--- src/rtl/reorder_buffer_pkg.sv ---
// Shared sizes, entry layout and helpers for the in-order reorder buffer.
package reorder_buffer_pkg;

    localparam int unsigned ROB_SIZE      = 16;
    localparam int unsigned ROB_TAG_W     = 4;
    localparam int unsigned ROB_TAG_WIDTH = ROB_TAG_W;
    localparam int unsigned DATA_W        = 32;
    localparam int unsigned REG_TAG_W     = 5;
    localparam int unsigned CNT_W         = ROB_TAG_W + 1;

    // Register index 0 on the commit port means "nothing written this cycle".
    localparam logic [REG_TAG_W-1:0] NO_COMMIT_REG = '0;

    typedef struct packed {
        logic [REG_TAG_W-1:0] dest_reg;
        logic [DATA_W-1:0]    value;
        logic                 ready;
        logic                 mispredict;
        logic [DATA_W-1:0]    target_pc;
    } rob_entry_t;

    function automatic logic [ROB_TAG_W-1:0] tag_next(input logic [ROB_TAG_W-1:0] tag);
        return tag + ROB_TAG_W'(1);
    endfunction

endpackage

--- src/rtl/reorder_buffer.sv ---
// Circular in-order reorder buffer: allocates tags to the decoder, captures CDB
// results, retires in program order and flushes on a retiring mispredict.
module reorder_buffer
    import reorder_buffer_pkg::*;
(
    input  logic                 clk,
    input  logic                 rst,
    input  logic                 rdy,
    input  logic                 in_decode_valid,
    input  logic [REG_TAG_W-1:0] in_decode_dest_reg,
    output logic [ROB_TAG_W-1:0] out_decode_tag,
    output logic                 out_rob_full,
    input  logic                 in_cdb_valid,
    input  logic [ROB_TAG_W-1:0] in_cdb_tag,
    input  logic [DATA_W-1:0]    in_cdb_value,
    input  logic                 in_cdb_mispredict,
    input  logic [DATA_W-1:0]    in_cdb_target_pc,
    input  logic [ROB_TAG_W-1:0] in_query_tag1,
    input  logic [ROB_TAG_W-1:0] in_query_tag2,
    output logic                 out_query_ready1,
    output logic                 out_query_ready2,
    output logic [DATA_W-1:0]    out_query_value1,
    output logic [DATA_W-1:0]    out_query_value2,
    output logic [REG_TAG_W-1:0] out_commit_reg,
    output logic [ROB_TAG_W-1:0] out_commit_rob,
    output logic [DATA_W-1:0]    out_commit_value,
    output logic                 out_flush,
    output logic [DATA_W-1:0]    out_flush_pc
);

    rob_entry_t           entries [ROB_SIZE];
    logic [ROB_TAG_W-1:0] head;
    logic [ROB_TAG_W-1:0] tail;
    logic [CNT_W-1:0]     count;

    rob_entry_t head_entry;
    logic       commit_c;
    logic       flush_now_c;
    logic       alloc_c;
    logic       cdb_wr_c;
    logic       q1_hit_c;
    logic       q2_hit_c;

    // Retire/flush/alloc decisions, all from start-of-cycle state.
    always_comb begin
        head_entry  = entries[head];
        commit_c    = rdy && (count != '0) && head_entry.ready;
        flush_now_c = commit_c && head_entry.mispredict;
        alloc_c     = rdy && in_decode_valid && !out_rob_full && !flush_now_c;
        cdb_wr_c    = rdy && in_cdb_valid && !flush_now_c;
    end

    assign out_decode_tag = tail;
    assign out_rob_full   = (count == CNT_W'(ROB_SIZE));

    // Operand lookup with same-cycle bypass from the CDB.
    always_comb begin
        q1_hit_c         = in_cdb_valid && (in_cdb_tag == in_query_tag1);
        q2_hit_c         = in_cdb_valid && (in_cdb_tag == in_query_tag2);
        out_query_ready1 = entries[in_query_tag1].ready || q1_hit_c;
        out_query_ready2 = entries[in_query_tag2].ready || q2_hit_c;
        out_query_value1 = q1_hit_c ? in_cdb_value : entries[in_query_tag1].value;
        out_query_value2 = q2_hit_c ? in_cdb_value : entries[in_query_tag2].value;
    end

    always_ff @(posedge clk or posedge rst) begin
        if (rst) begin
            head             <= '0;
            tail             <= '0;
            count            <= '0;
            out_commit_reg   <= NO_COMMIT_REG;
            out_commit_rob   <= '0;
            out_commit_value <= '0;
            out_flush        <= 1'b0;
            out_flush_pc     <= '0;
            for (int unsigned i = 0; i < ROB_SIZE; i++) begin
                entries[ROB_TAG_W'(i)] <= '0;
            end
        end else if (rdy) begin
            out_commit_reg   <= commit_c ? head_entry.dest_reg : NO_COMMIT_REG;
            out_commit_rob   <= head;
            out_commit_value <= head_entry.value;
            out_flush        <= flush_now_c;
            out_flush_pc     <= flush_now_c ? head_entry.target_pc : '0;

            if (flush_now_c) begin
                // The mispredicted entry still retires; everything younger is dropped.
                head  <= '0;
                tail  <= '0;
                count <= '0;
                for (int unsigned i = 0; i < ROB_SIZE; i++) begin
                    entries[ROB_TAG_W'(i)].ready      <= 1'b0;
                    entries[ROB_TAG_W'(i)].mispredict <= 1'b0;
                end
            end else begin
                if (alloc_c) begin
                    entries[tail].dest_reg   <= in_decode_dest_reg;
                    entries[tail].ready      <= 1'b0;
                    entries[tail].mispredict <= 1'b0;
                    tail                     <= tag_next(tail);
                end
                // Written after the allocation so a CDB hit on the tail slot wins.
                if (cdb_wr_c) begin
                    entries[in_cdb_tag].value      <= in_cdb_value;
                    entries[in_cdb_tag].ready      <= 1'b1;
                    entries[in_cdb_tag].mispredict <= in_cdb_mispredict;
                    entries[in_cdb_tag].target_pc  <= in_cdb_target_pc;
                end
                if (commit_c) begin
                    head <= tag_next(head);
                end
                case ({alloc_c, commit_c})
                    2'b10:   count <= count + CNT_W'(1);
                    2'b01:   count <= count - CNT_W'(1);
                    default: count <= count;
                endcase
            end
        end else begin
            out_commit_reg <= NO_COMMIT_REG;
            out_flush      <= 1'b0;
        end
    end

endmodule

--- config.mk ---
export PLATFORM = sky130hd
export DESIGN_NAME = reorder_buffer
export DESIGN_NICKNAME = d
export VERILOG_FILES = /design/src/rtl/reorder_buffer_pkg.sv /design/src/rtl/reorder_buffer.sv
export SDC_FILE = /design/constraint.sdc
export NUM_CORES = 2
export LEC_CHECK = 0
export BUFFER_PORTS_ARGS = -buffer_cell sky130_fd_sc_hd__buf_4
export CAP_MARGIN = 20
export CORE_MARGIN = 2
export CORE_UTILIZATION = 42
export CTS_CLUSTER_SIZE = 30
export DETAILED_ROUTE_END_ITERATION = 10
export PLACE_DENSITY = 0.61
export SYNTH_ARGS = -nofsm -noshare
export SYNTH_HDL_FRONTEND = slang
export SYNTH_SLANG_ARGS = --single-unit
--- constraint.sdc ---
create_clock -name clk -period 34.7 [get_ports clk]
set_input_delay 3.47 -clock clk [delete_from_list [all_inputs] [get_ports clk]]
set_output_delay 3.47 -clock clk [all_outputs]
set_load 0.03 [all_outputs]
==> flow_results.org <==
** Critical path
- The worst setup path is launched from a primary input.
- Critical path fanouts, max :: 47
- For flop-to-flop paths, the worst setup slack is 28.46 ns.
- Worst setup path category :: primary input to primary output
- STA puts the critical path data arrival time at 7.21 ns.
- STA classifies the critical path endpoint as a primary output.
- Data on the critical path is required at its endpoint by 31.23 ns.

** Finish
- Number of filler instances in the final layout :: 12,800
- The largest registers in the layout are entries (1136), out_commit_value (32), out_flush_pc (32).
- Relative to the synthesized area, the layout overhead comes to 13.1%.
- Register with the most flip-flops :: entries
- Core Util, Final :: 47.7%
- Most used cells in the layout excluding fill and tap cells :: sky130_fd_sc_hd__dfrtp_1, sky130_fd_sc_hd__mux2_2, sky130_fd_sc_hd__mux4_2
- Final net count :: 3,965
- The register with the most flip-flops in the layout has 1,136 of them.
- The library cell used most frequently in the layout, excluding fill and tap cells, is sky130_fd_sc_hd__dfrtp_1.
- Cells with a size suffix above 1 make up 55.3% of the layout.

** Place
- Worst slack at placement :: 23.90 ns
- Port buffering added 231 buffers.
- Final weighted congestion in routability-driven placement :: 0.803
- The wire-length estimate of the detail-placed layout is 98,400 µm.

** Power
- In this run the static leakage power is 30.4 nW.
- IR analysis of the VDD net gives a maximum drop of 0.0714 mV.
- Areal power density over the cells :: 72.9 nW/µm²

** Routing
- Post-DR wirelength/cell :: 29.8 µm
- The final route contains 37,000 vias.
- The first detailed-routing pass took 5 iterations.
- Dividing the detail-routed via count by the number of cells gives 6.17.
- DRC violation count after routing :: 0
- Number of violations reported at the end of detailed-routing iteration 0 :: 2,542
- The routed design has 179,000 µm of wire.
- Once detail routing completed, the nets flagged for antenna violations numbered 0.

** Yosys
- Avg Cell Area, Syn :: 16.6 µm²
- Leading cell types by total area after synthesis :: sky130_fd_sc_hd__dfrtp_1, sky130_fd_sc_hd__mux4_2, sky130_fd_sc_hd__mux2_2
- Yosys printed 0 warnings.
- Register bit count reported by yosys :: 1,223
- sky130_fd_sc_hd__dfrtp_1 takes more of the synthesized area than any other cell.
- The number of nets in the synthesized netlist is 3,894.
- Count of mapped cells out of synthesis :: 3,800
- Summed over its instances, the top area cell type makes up 48.5% of the synthesized netlist area.
- In this run, distinct cell masters in the synthesized netlist total 53.
- The cell area that synthesis handed to floorplanning was 63,100 µm².
- Part of the Yosys area used for sequential elements :: 48.5%

** Floorplan
- The initial utilization of the core area, before any placement, comes to 42.2%.
- The die covers 153,000 µm².
- The initialized floorplan defines 142 standard-cell rows.
- Total I/O pin count :: 232
- The core region is 149,000 µm².
- The die is 392 µm wide.
- The die is 392 µm tall.

** STA
- Number of hold-slack violations in the final timing report :: 0
- Worst setup margin :: 24.02 ns
- Setup repair after global routing left no endpoint under its margin.
- Number of setup violations in the final report :: 0
- On the final layout, the worst clock skew is 0.0263 ns.
- Timing would allow up to 0.0936 GHz.
- Hold WS :: 0.486 ns
- Final max-slew violation count :: 0
- Min cycle time layout :: 10.68 ns
- Worst slew margin relative to its limit :: 25.6%
- Setup tns final :: 0 ns
- After layout, the worst path uses 30.8% of the clock period.
- Worst Max-Slew Pin Slew :: 1.12 ns

** Job
- Maximum capacitance violations :: 0

** GRT
- Global-route wire length before repair :: 270,000 µm
- Global routing finished with a remaining overflow of 0.
- Global routing used 23.8% of the available tracks across all layers.
- Largest net degree at the start of global routing :: 193
- Antenna violations before repair :: 10
- The via count of the first global-routing pass is 39,200.

** Clocking
- Number of hold-repair buffers added at the cts stage :: 0
- Once the clock tree was built, the setup fixing pass inserted 0 buffers.
- The clock drives 1,223 sinks.
- Post-cts sizing count :: 0
- The tree is rooted in a sky130_fd_sc_hd__clkbuf_16.
- Buffer levels on the longest clock path :: 3
- The H-tree was split into 4 levels.
- Clock-pin slew of the registers on the worst-case setup and hold paths :: 0.05 ns
- TritonCTS clock tree :: built
- Later-pin clock latency in the skew report :: 0.78 ns
- Total clock buffers created by CTS :: 142

** Worst hold path
- Hold WC Path Type :: register to register

** Run status
- Outcome :: finished, final reports clean
layer usage:
metal	vias to the layer above	track usage, %	part of all wire, %
met4	12	6.75	2.5
li1	15100	-	-
met5	-	0	0.043
met3	269	4.91	6.2
met1	20500	32.7	43
met2	1092	38.6	49
per-stage QoR:
stage          power (mW)  std cells  cell area (µm²)
3_3_place_gp         3.66       5743            66500
6_report             5.20       5998            71300
4_1_cts              5.25       5996            71300
2_1_floorplan        3.22       3800            63100
5_1_grt              5.45       5997            71300
3_5_place_dp         3.69       5743            66500
synthesized netlist by cell type (all sizes together):
master	n
a2111oi	3
a211o	1
a21o	1
a21oi	19
a221o	18
a22o	33
a22oi	2
a31o	13
a32o	4
and2	3
and3	3
buf	185
clkbuf	186
dfrtp	1223
ha	7
inv	10
mux2	1206
mux2i	21
mux4	663
nand2	39
nand2b	6
nand3	23
nand4	7
nor2	32
nor2b	12
nor3	20
nor3b	2
nor4	5
o211ai	1
o21ai	9
o21bai	1
o221ai	16
o22ai	1
o311ai	1
o31ai	3
or2	5
or3	1
or4	3
xnor2	4
xor2	8
report_power, final:
part | internal, mW | switching [mW] | leakage (nW)
Sequential | 1.76 | 0.273 | 15.7
Combinational | 0.915 | 0.703 | 12.3
Clock | 0.914 | 0.632 | 2.37
Total | 3.59 | 1.61 | 30.4
critical path, cell delays in order:
cell and delay, ns:
sky130_fd_sc_hd__buf_8 0.43, sky130_fd_sc_hd__buf_4 0.82, sky130_fd_sc_hd__buf_4 0.78, sky130_fd_sc_hd__mux4_2 0.59, sky130_fd_sc_hd__mux4_2 0.52, sky130_fd_sc_hd__or2_2 0.29
sky130_fd_sc_hd__buf_4 0.21
cell type report:
type                    count  area (µm²)  share of cell area (%)
well taps                2016        2520                    3.54
multi-input cells        2196       30900                    43.4
repair buffers            298        2330                    3.27
diodes                      2        5.00                 0.00702
inverters                  10        46.3                  0.0649
clock inverters            57         808                    1.13
flip-flops and latches   1223       30600                    42.9
clock buffers             196        4040                    5.66
path summary, 6_finish.rpt:
path	from	endpoint	cells past startpoint
min in group asynchronous	rst	out_commit_rob[0]$_DFFE_PP0P_	2
max	in_query_tag2[0]	out_query_ready2	7
min	entries[1021]$_DFFE_PP0P_	entries[1021]$_DFFE_PP0P_	1
max in group asynchronous	rst	out_commit_value[13]$_DFFE_PP0P_	6
min reg2reg	entries[1021]$_DFFE_PP0P_	entries[1021]$_DFFE_PP0P_	1
max reg2reg	head[0]$_DFFE_PP0P_	entries[721]$_DFFE_PP0P_	9
kinds of logic after synthesis:
| logic type | synth area share, % |
|---|---|
| muxes | 45.5 |
| DFF | 48.5 |
| buffers and inverters | 2.70 |
| and+or+nand+nor | 1.30 |
| AOI/OAI and AO/OA | 1.63 |
| xor gates and xnor gates | 0.167 |
| adders and majority gates | 0.139 |
Power figures use the tool's default switching activity.
